<file path="src/rtl/pwm_multi_channel_pkg.sv">
// pwm_pkg: shared widths, counter type and count-direction encoding for the PWM block
package pwm_pkg;
  localparam int DEF_CNT_W   = 8;
  localparam int DEF_PRESC_W = 4;
  typedef logic [DEF_CNT_W-1:0] cnt_t;
  typedef enum logic {DIR_UP, DIR_DOWN} dir_e;
endpackage

</file>
<file path="src/rtl/pwm_multi_channel_if.sv">
// pwm_wr_if: write bus into the period and per-channel duty shadow registers
interface pwm_wr_if
  import pwm_pkg::*;
#(
  parameter int CH_N  = 4,
  parameter int CNT_W = DEF_CNT_W
);
  localparam int CH_W = (CH_N > 1) ? $clog2(CH_N) : 1;
  logic             per_wr;
  logic [CNT_W-1:0] per_val;
  logic             duty_wr;
  logic [CH_W-1:0]  duty_ch;
  logic [CNT_W-1:0] duty_val;
  modport master (output per_wr, per_val, duty_wr, duty_ch, duty_val);
  modport slave  (input  per_wr, per_val, duty_wr, duty_ch, duty_val);
endinterface

</file>
<file path="src/rtl/pwm_multi_channel_ch.sv">
// pwm_channel: double-buffered duty register and registered compare for one PWM output
module pwm_channel
  import pwm_pkg::*;
#(
  parameter int CNT_W = DEF_CNT_W
) (
  input  logic             clk,
  input  logic             rst,
  input  logic             en,
  input  logic             ld,
  input  logic             wr,
  input  logic [CNT_W-1:0] wr_val,
  input  logic [CNT_W-1:0] cnt,
  output logic             pwm
);
  logic [CNT_W-1:0] duty_shd_q, duty_shd_d, duty_act_q, duty_act_d;
  logic             pwm_q, pwm_d;
  // Shadow takes writes; active loads the pre-edge shadow on a period boundary
  always_comb begin
    duty_shd_d = wr ? wr_val : duty_shd_q;
    duty_act_d = ld ? duty_shd_q : duty_act_q;
    pwm_d      = en & (duty_act_q > cnt);
  end
  // Duty registers and output flop
  always_ff @(posedge clk or posedge rst)
    if (rst) begin
      duty_shd_q <= '0;
      duty_act_q <= '0;
      pwm_q      <= 1'b0;
    end else begin
      duty_shd_q <= duty_shd_d;
      duty_act_q <= duty_act_d;
      pwm_q      <= pwm_d;
    end
  assign pwm = pwm_q;
endmodule

</file>
<file path="src/rtl/pwm_multi_channel.sv">
// pwm_multi_channel: N-channel PWM with shared prescaled period counter and double-buffered
// period/duty registers. Define PWM_CENTER_ALIGN_EN to add the `center` input (up/down counting).
module pwm_multi_channel
  import pwm_pkg::*;
#(
  parameter int CH_N       = 4,
  parameter int CNT_W      = DEF_CNT_W,
  parameter int PRESC_W    = DEF_PRESC_W,
  parameter int PERIOD_RST = 255
) (
  input  logic               clk,
  input  logic               rst,
  input  logic               en,
  input  logic [PRESC_W-1:0] cfg_presc,
`ifdef PWM_CENTER_ALIGN_EN
  input  logic               center,
`endif
  pwm_wr_if.slave            wr,
  output logic [CH_N-1:0]    pwm,
  output logic               period_end,
  output logic [CNT_W-1:0]   cnt
);
  localparam int CH_W = (CH_N > 1) ? $clog2(CH_N) : 1;
  logic [PRESC_W-1:0] presc_q, presc_d;
  logic [CNT_W-1:0]   cnt_q, cnt_d, per_shd_q, per_shd_d, per_act_q, per_act_d;
  logic               period_end_q, period_end_d;
  logic               tick, boundary;
`ifdef PWM_CENTER_ALIGN_EN
  dir_e               dir_q, dir_d;
  logic               center_q, center_d;
`endif
  // Prescaler tick, period boundary and next counter/period state
  always_comb begin
    tick    = en & (presc_q >= cfg_presc);
    presc_d = (!en || tick) ? '0 : presc_q + 1'b1;
`ifdef PWM_CENTER_ALIGN_EN
    boundary = tick & (center_q ? ((cnt_q == '0 && dir_q == DIR_DOWN) || per_act_q == '0)
                                : (cnt_q == per_act_q));
    center_d = (!en || boundary) ? center : center_q;
    dir_d    = (!en || boundary) ? DIR_UP
             : (tick && center_q && dir_q == DIR_UP && cnt_q == per_act_q) ? DIR_DOWN : dir_q;
    cnt_d    = !en ? '0
             : boundary ? ((center_q && center && per_shd_q != '0) ? CNT_W'(1) : '0)
             : !tick ? cnt_q
             : (center_q && dir_d == DIR_DOWN) ? cnt_q - 1'b1 : cnt_q + 1'b1;
`else
    boundary = tick & (cnt_q == per_act_q);
    cnt_d    = (!en || boundary) ? '0 : tick ? cnt_q + 1'b1 : cnt_q;
`endif
    period_end_d = boundary;
    per_shd_d    = wr.per_wr ? wr.per_val : per_shd_q;
    per_act_d    = boundary ? per_shd_q : per_act_q;
  end
  // Prescaler, counter and period registers
  always_ff @(posedge clk or posedge rst)
    if (rst) begin
      presc_q      <= '0;
      cnt_q        <= '0;
      per_shd_q    <= CNT_W'(PERIOD_RST);
      per_act_q    <= CNT_W'(PERIOD_RST);
      period_end_q <= 1'b0;
    end else begin
      presc_q      <= presc_d;
      cnt_q        <= cnt_d;
      per_shd_q    <= per_shd_d;
      per_act_q    <= per_act_d;
      period_end_q <= period_end_d;
    end
`ifdef PWM_CENTER_ALIGN_EN
  // Count direction and alignment mode latched for the running period
  always_ff @(posedge clk or posedge rst)
    if (rst) begin
      dir_q    <= DIR_UP;
      center_q <= 1'b0;
    end else begin
      dir_q    <= dir_d;
      center_q <= center_d;
    end
`endif
  for (genvar i = 0; i < CH_N; i++) begin : g_ch
    pwm_channel #(.CNT_W(CNT_W)) u_ch (
      .clk    (clk),
      .rst    (rst),
      .en     (en),
      .ld     (boundary),
      .wr     (wr.duty_wr && wr.duty_ch == CH_W'(i)),
      .wr_val (wr.duty_val),
      .cnt    (cnt_q),
      .pwm    (pwm[i])
    );
  end
  assign cnt        = cnt_q;
  assign period_end = period_end_q;
endmodule
</file>
<file path="src/flat_wrapper.sv">
// flat-port wrapper written by rule: the top's interface ports become plain ports
module pwm_multi_channel_flat import pwm_pkg::*;
#(
  parameter int CH_N       = 4,
  parameter int CNT_W      = DEF_CNT_W,
  parameter int PRESC_W    = DEF_PRESC_W,
  parameter int PERIOD_RST = 255
)
  (clk, rst, en, cfg_presc, pwm, period_end, cnt, wr_per_wr, wr_per_val, wr_duty_wr, wr_duty_ch, wr_duty_val);
  pwm_wr_if #(.CH_N(CH_N), .CNT_W(CNT_W)) wr_i ();
  input  logic clk;
  input  logic rst;
  input  logic en;
  input  logic [PRESC_W-1:0] cfg_presc;
  output logic [CH_N-1:0] pwm;
  output logic period_end;
  output logic [CNT_W-1:0] cnt;
  input wire logic [$bits(wr_i.per_wr)-1:0] wr_per_wr;
  input wire logic [$bits(wr_i.per_val)-1:0] wr_per_val;
  input wire logic [$bits(wr_i.duty_wr)-1:0] wr_duty_wr;
  input wire logic [$bits(wr_i.duty_ch)-1:0] wr_duty_ch;
  input wire logic [$bits(wr_i.duty_val)-1:0] wr_duty_val;
  assign wr_i.per_wr = wr_per_wr;
  assign wr_i.per_val = wr_per_val;
  assign wr_i.duty_wr = wr_duty_wr;
  assign wr_i.duty_ch = wr_duty_ch;
  assign wr_i.duty_val = wr_duty_val;
  pwm_multi_channel #(.CH_N(CH_N), .CNT_W(CNT_W), .PRESC_W(PRESC_W), .PERIOD_RST(PERIOD_RST)) u_core (.clk(clk), .rst(rst), .en(en), .cfg_presc(cfg_presc), .wr(wr_i), .pwm(pwm), .period_end(period_end), .cnt(cnt));
endmodule
</file>
<file path="config.mk">
export PLATFORM = sky130hd
export DESIGN_NAME = pwm_multi_channel_flat
export DESIGN_NICKNAME = d
export VERILOG_FILES = /design/src/rtl/pwm_multi_channel_pkg.sv /design/src/rtl/pwm_multi_channel_if.sv /design/src/rtl/pwm_multi_channel_ch.sv /design/src/rtl/pwm_multi_channel.sv /design/src/flat_wrapper.sv
export SDC_FILE = /design/constraint.sdc
export NUM_CORES = 1
export LEC_CHECK = 0
export BUFFER_PORTS_ARGS = -buffer_cell sky130_fd_sc_hd__buf_2
export CAP_MARGIN = 15
export CORE_UTILIZATION = 40
export CTS_BUF_LIST = sky130_fd_sc_hd__clkbuf_2 sky130_fd_sc_hd__clkbuf_4 sky130_fd_sc_hd__clkbuf_8
export CTS_CLUSTER_DIAMETER = 60
export DETAILED_ROUTE_END_ITERATION = 10
export HOLD_SLACK_MARGIN = 0.03
export PLACE_DENSITY = 0.64
export SETUP_SLACK_MARGIN = 0.3
export SLEW_MARGIN = 20
export SYNTH_ARGS = -nofsm -noshare
export SYNTH_HDL_FRONTEND = slang
export SYNTH_SLANG_ARGS = --single-unit
</file>
<file path="constraint.sdc">
create_clock -name clk -period 3.4 [get_ports clk]
set_input_delay 0.34 -clock clk [delete_from_list [all_inputs] [get_ports clk]]
set_output_delay 0.34 -clock clk [all_outputs]
set_load 0.02 [all_outputs]
</file>
==> flow_metrics.py <==
metrics = {
    "grt": {
        "grt_usage": 0.169,
        "grt_pass1_wl_um": 14900,
        "grt_max_degree": 57,
        "grt_pass1_vias": 2995,
        "grt_overflow": 0,
        "antenna_found_initial": 0,
    },
    "floorplan": {
        "die_x_um": 110,
        "initial_core_util": 0.409,
        "fp.dieH_um": 110,
        "io_pins": 40,
        "dieArea_um2": 12100,
        "rows": 39,
        "core_area_um2": 11400,
    },
    "drt": {
        "vias": 2773,
        "vias_per_cell": 5.08,
        "wl_per_cell_um": 16.7,
        "routed_wl_um": 9110,
        "dr.pass1.iters": 4,
        "dr.first_iter.drc_count": 71,
        "drc": 0,
        "ant_nets": 0,
    },
    "timing": {
        "fin_skew_ns": 0.00867,
        "slew_viol_final": 0,
        "setup_viol": 0,
        "worst-slew-pin-transition_ns": 0.879,
        "relSlewSlack": 0.409,
        "timing.final.ws_setup_ns": 0.865,
        "fin_crit_sh": 0.745,
        "finalSetupTns_ns": 0,
        "rsz0062_at_grt": "no",
        "period_needed_ns": 2.53,
        "finalHoldViolations": 0,
        "fmax_mhz": 395,
    },
    "place": {
        "post_dp_cell_area_um2": 5020,
        "routabilityCongestion": 0.815,
        "preCtsSetupSlack_ns": 0.844,
        "place.port_buffers": 39,
        "dpl.hpwl_um": 6730,
    },
    "final_layout": {
        "finalInstanceArea_um2": 5220,
        "num_antenna_cells": 0,
        "area_growth_pct": 11.9,
        "drive_gt1_frac": 0.407,
        "nets": 463,
    },
    "clocking": {
        "cts_made_buffers": 9,
        "cts-root-buf": "clkbuf_8",
        "ctsResizeCount": 0,
        "h-tree-depth": 3,
        "clk_path_buf_depth": 2,
        "cts_setup_buffers": 0,
        "clk_latency_ns": 0.37,
        "cts_tree": "built",
        "clock_sinks": 97,
        "ctsHoldBuffers": 0,
        "cts.clk_slew.worst_paths_ns": 0.09,
    },
    "status": {
        "status": "finished, final reports clean",
    },
    "synth": {
        "seq_area_frac_synth": 0.524,
        "synthTopCellsByArea": "dfrtp_1, mux2_2, ha_1",
        "synth_top_area_frac": 0.434,
        "synth-edff-count": 0,
        "synth.net_count": 419,
        "synthCells": 354,
        "ys.flop_type": "dfrtp_1",
        "synth_cell_types": 37,
        "syn_avg_cell_area_um2": 13.2,
        "yosys_register_bits": 97,
        "synth_area_leader_cell": "dfrtp_1",
        "async_reset_ff_frac": 1.00,
        "syn_area_um2": 4670,
        "yosysWarnings": 0,
    },
    "setup_path": {
        "worstPathRequired_ns": 3.65,
        "cp-startpoint": "u_core.presc_q[0]",
        "cp-end-kind": "flip-flop",
        "worstPathArrival_ns": 2.78,
        "crit_path_max_fanout": 25,
        "startpoint_type": "flip-flop",
        "timing.rr.start": "u_core.presc_q[0]",
        "path_class": "reg2reg",
    },
    "power_and_ir_drop": {
        "powerDensity_nw_per_um2": 716,
        "ir_drop_v": 0.000243,
        "cellLeakagePower_uw": 0.00242,
    },
    "hold_path": {
        "hp-class": "in2async",
    },
    "flow_run": {
        "cap_violations": 0,
    },
}
[area by class of cell]
class / instances / area, um^2
Sequential cell: 97 / 2450
Fill cell: 1087 / 6200
Clock buffer: 11 / 145
Tap cell: 143 / 179
Multi-Input combinational cell: 230 / 2100
Timing Repair Buffer: 43 / 225
Clock inverter: 5 / 55.1
Inverter: 17 / 66.3
[cell usage in the layout, fill, tap and decap left out, types with 3 or more instances in the layout]
cell type	count
dfrtp_1	81
mux2_2	80
buf_2	39
ha_1	38
dfstp_2	16
inv_1	14
xnor2_1	12
a21oi_1	12
nand4_1	10
clkbuf_8	10
nor2_1	9
o21a_1	9
a21o_1	9
nand2_1	7
o21ai_0	6
nand3_1	4
nor2b_1	4
o21bai_1	4
buf_4	4
a21boi_0	3
nand3b_1	3
[cells in the mapped netlist, types with 2 or more instances]
master / count
nor2_1: 9
nand3_1: 5
o31ai_1: 2
mux2_2: 80
nor2b_1: 4
inv_1: 15
nand3b_1: 3
or3_1: 2
nand2_1: 7
dfstp_2: 16
inv_2: 2
o21a_1: 9
buf_4: 4
xnor2_1: 12
clkbuf_1: 2
a21oi_1: 12
nand4_1: 10
a21o_1: 9
nor3_1: 2
buf_2: 4
a21boi_0: 3
nor4_1: 2
dfrtp_1: 81
o21ai_0: 6
ha_1: 38
o21bai_1: 4
[through the flow]
| step | std cells | total power (uW) | util | hold slack [ns] |
|---|---|---|---|---|
| 2_1_floorplan | 354 | 2690 | - | 0.454 |
| 3_3_place_gp | 530 | 2940 | 0.440 | 0.468 |
| 3_5_place_dp | 530 | 3020 | 0.440 | 0.488 |
| 4_1_cts | 546 | 3780 | 0.457 | 0.107 |
| 5_1_grt | 546 | 4030 | 0.457 | 0.122 |
| 6_report | 546 | 3740 | 0.457 | 0.0918 |
[logic make-up after synthesis]
group / share of synthesized area
simple gates: 0.0657
compound gates: 0.0649
mux: 0.193
xor+xnor: 0.0244
flops: 0.524
buf+inv: 0.0260
fa+ha+maj: 0.102
[layer usage]
layer / vias up / track usage / share of wire / wire length (um)
li1: 1351 / - / - / -
met1: 1384 / 0.214 / 0.47 / 4270
met2: 29 / 0.283 / 0.49 / 4490
met3: 9 / 0.0376 / 0.024 / 223
met4: 0 / 0.0638 / 0.014 / 127
met5: - / 0 / 0 / 0
[worst max-delay path, cell delays in order (launching register included)]
cell	delay [ns]
dfrtp_1	0.40
inv_1	0.06
ha_1	0.26
nand2b_1	0.14
nand2_1	0.09
a21oi_1	0.21
nand3_2	0.56
buf_4	0.41
mux2_2	0.28
[path summary, 6_finish.rpt]
path                                                      to  slack, ns  cells after the start
max in group asynchronous  u_core.g_ch[3].u_ch.duty_shd_q[2]       2.51                      3
hold reg to reg                            u_core.presc_q[0]       0.50                      1
setup reg to reg           u_core.g_ch[0].u_ch.duty_act_q[4]       0.87                      8
min in group clk                         u_core.per_shd_q[3]       0.21                      2
setup / recovery           u_core.g_ch[0].u_ch.duty_act_q[4]       0.87                      8
hold / removal             u_core.g_ch[3].u_ch.duty_act_q[6]       0.09                      2
[power by group]
part	switching, uW	internal, uW
Combinational	557	680
Clock	394	366
Sequential	221	1520
[registers in the layout (all words and copies together) (netlist names)]
name / cells
u_core.per_act_q: 8
u_core.g_ch.u_ch.duty_shd_q: 32
u_core.presc_q: 4
u_core.cnt: 8
u_core.g_ch.u_ch.duty_act_q: 32
u_core.per_shd_q: 8
u_core.g_ch.u_ch.pwm: 4
u_core.period_end: 1
Power figures use the tool's default switching activity.
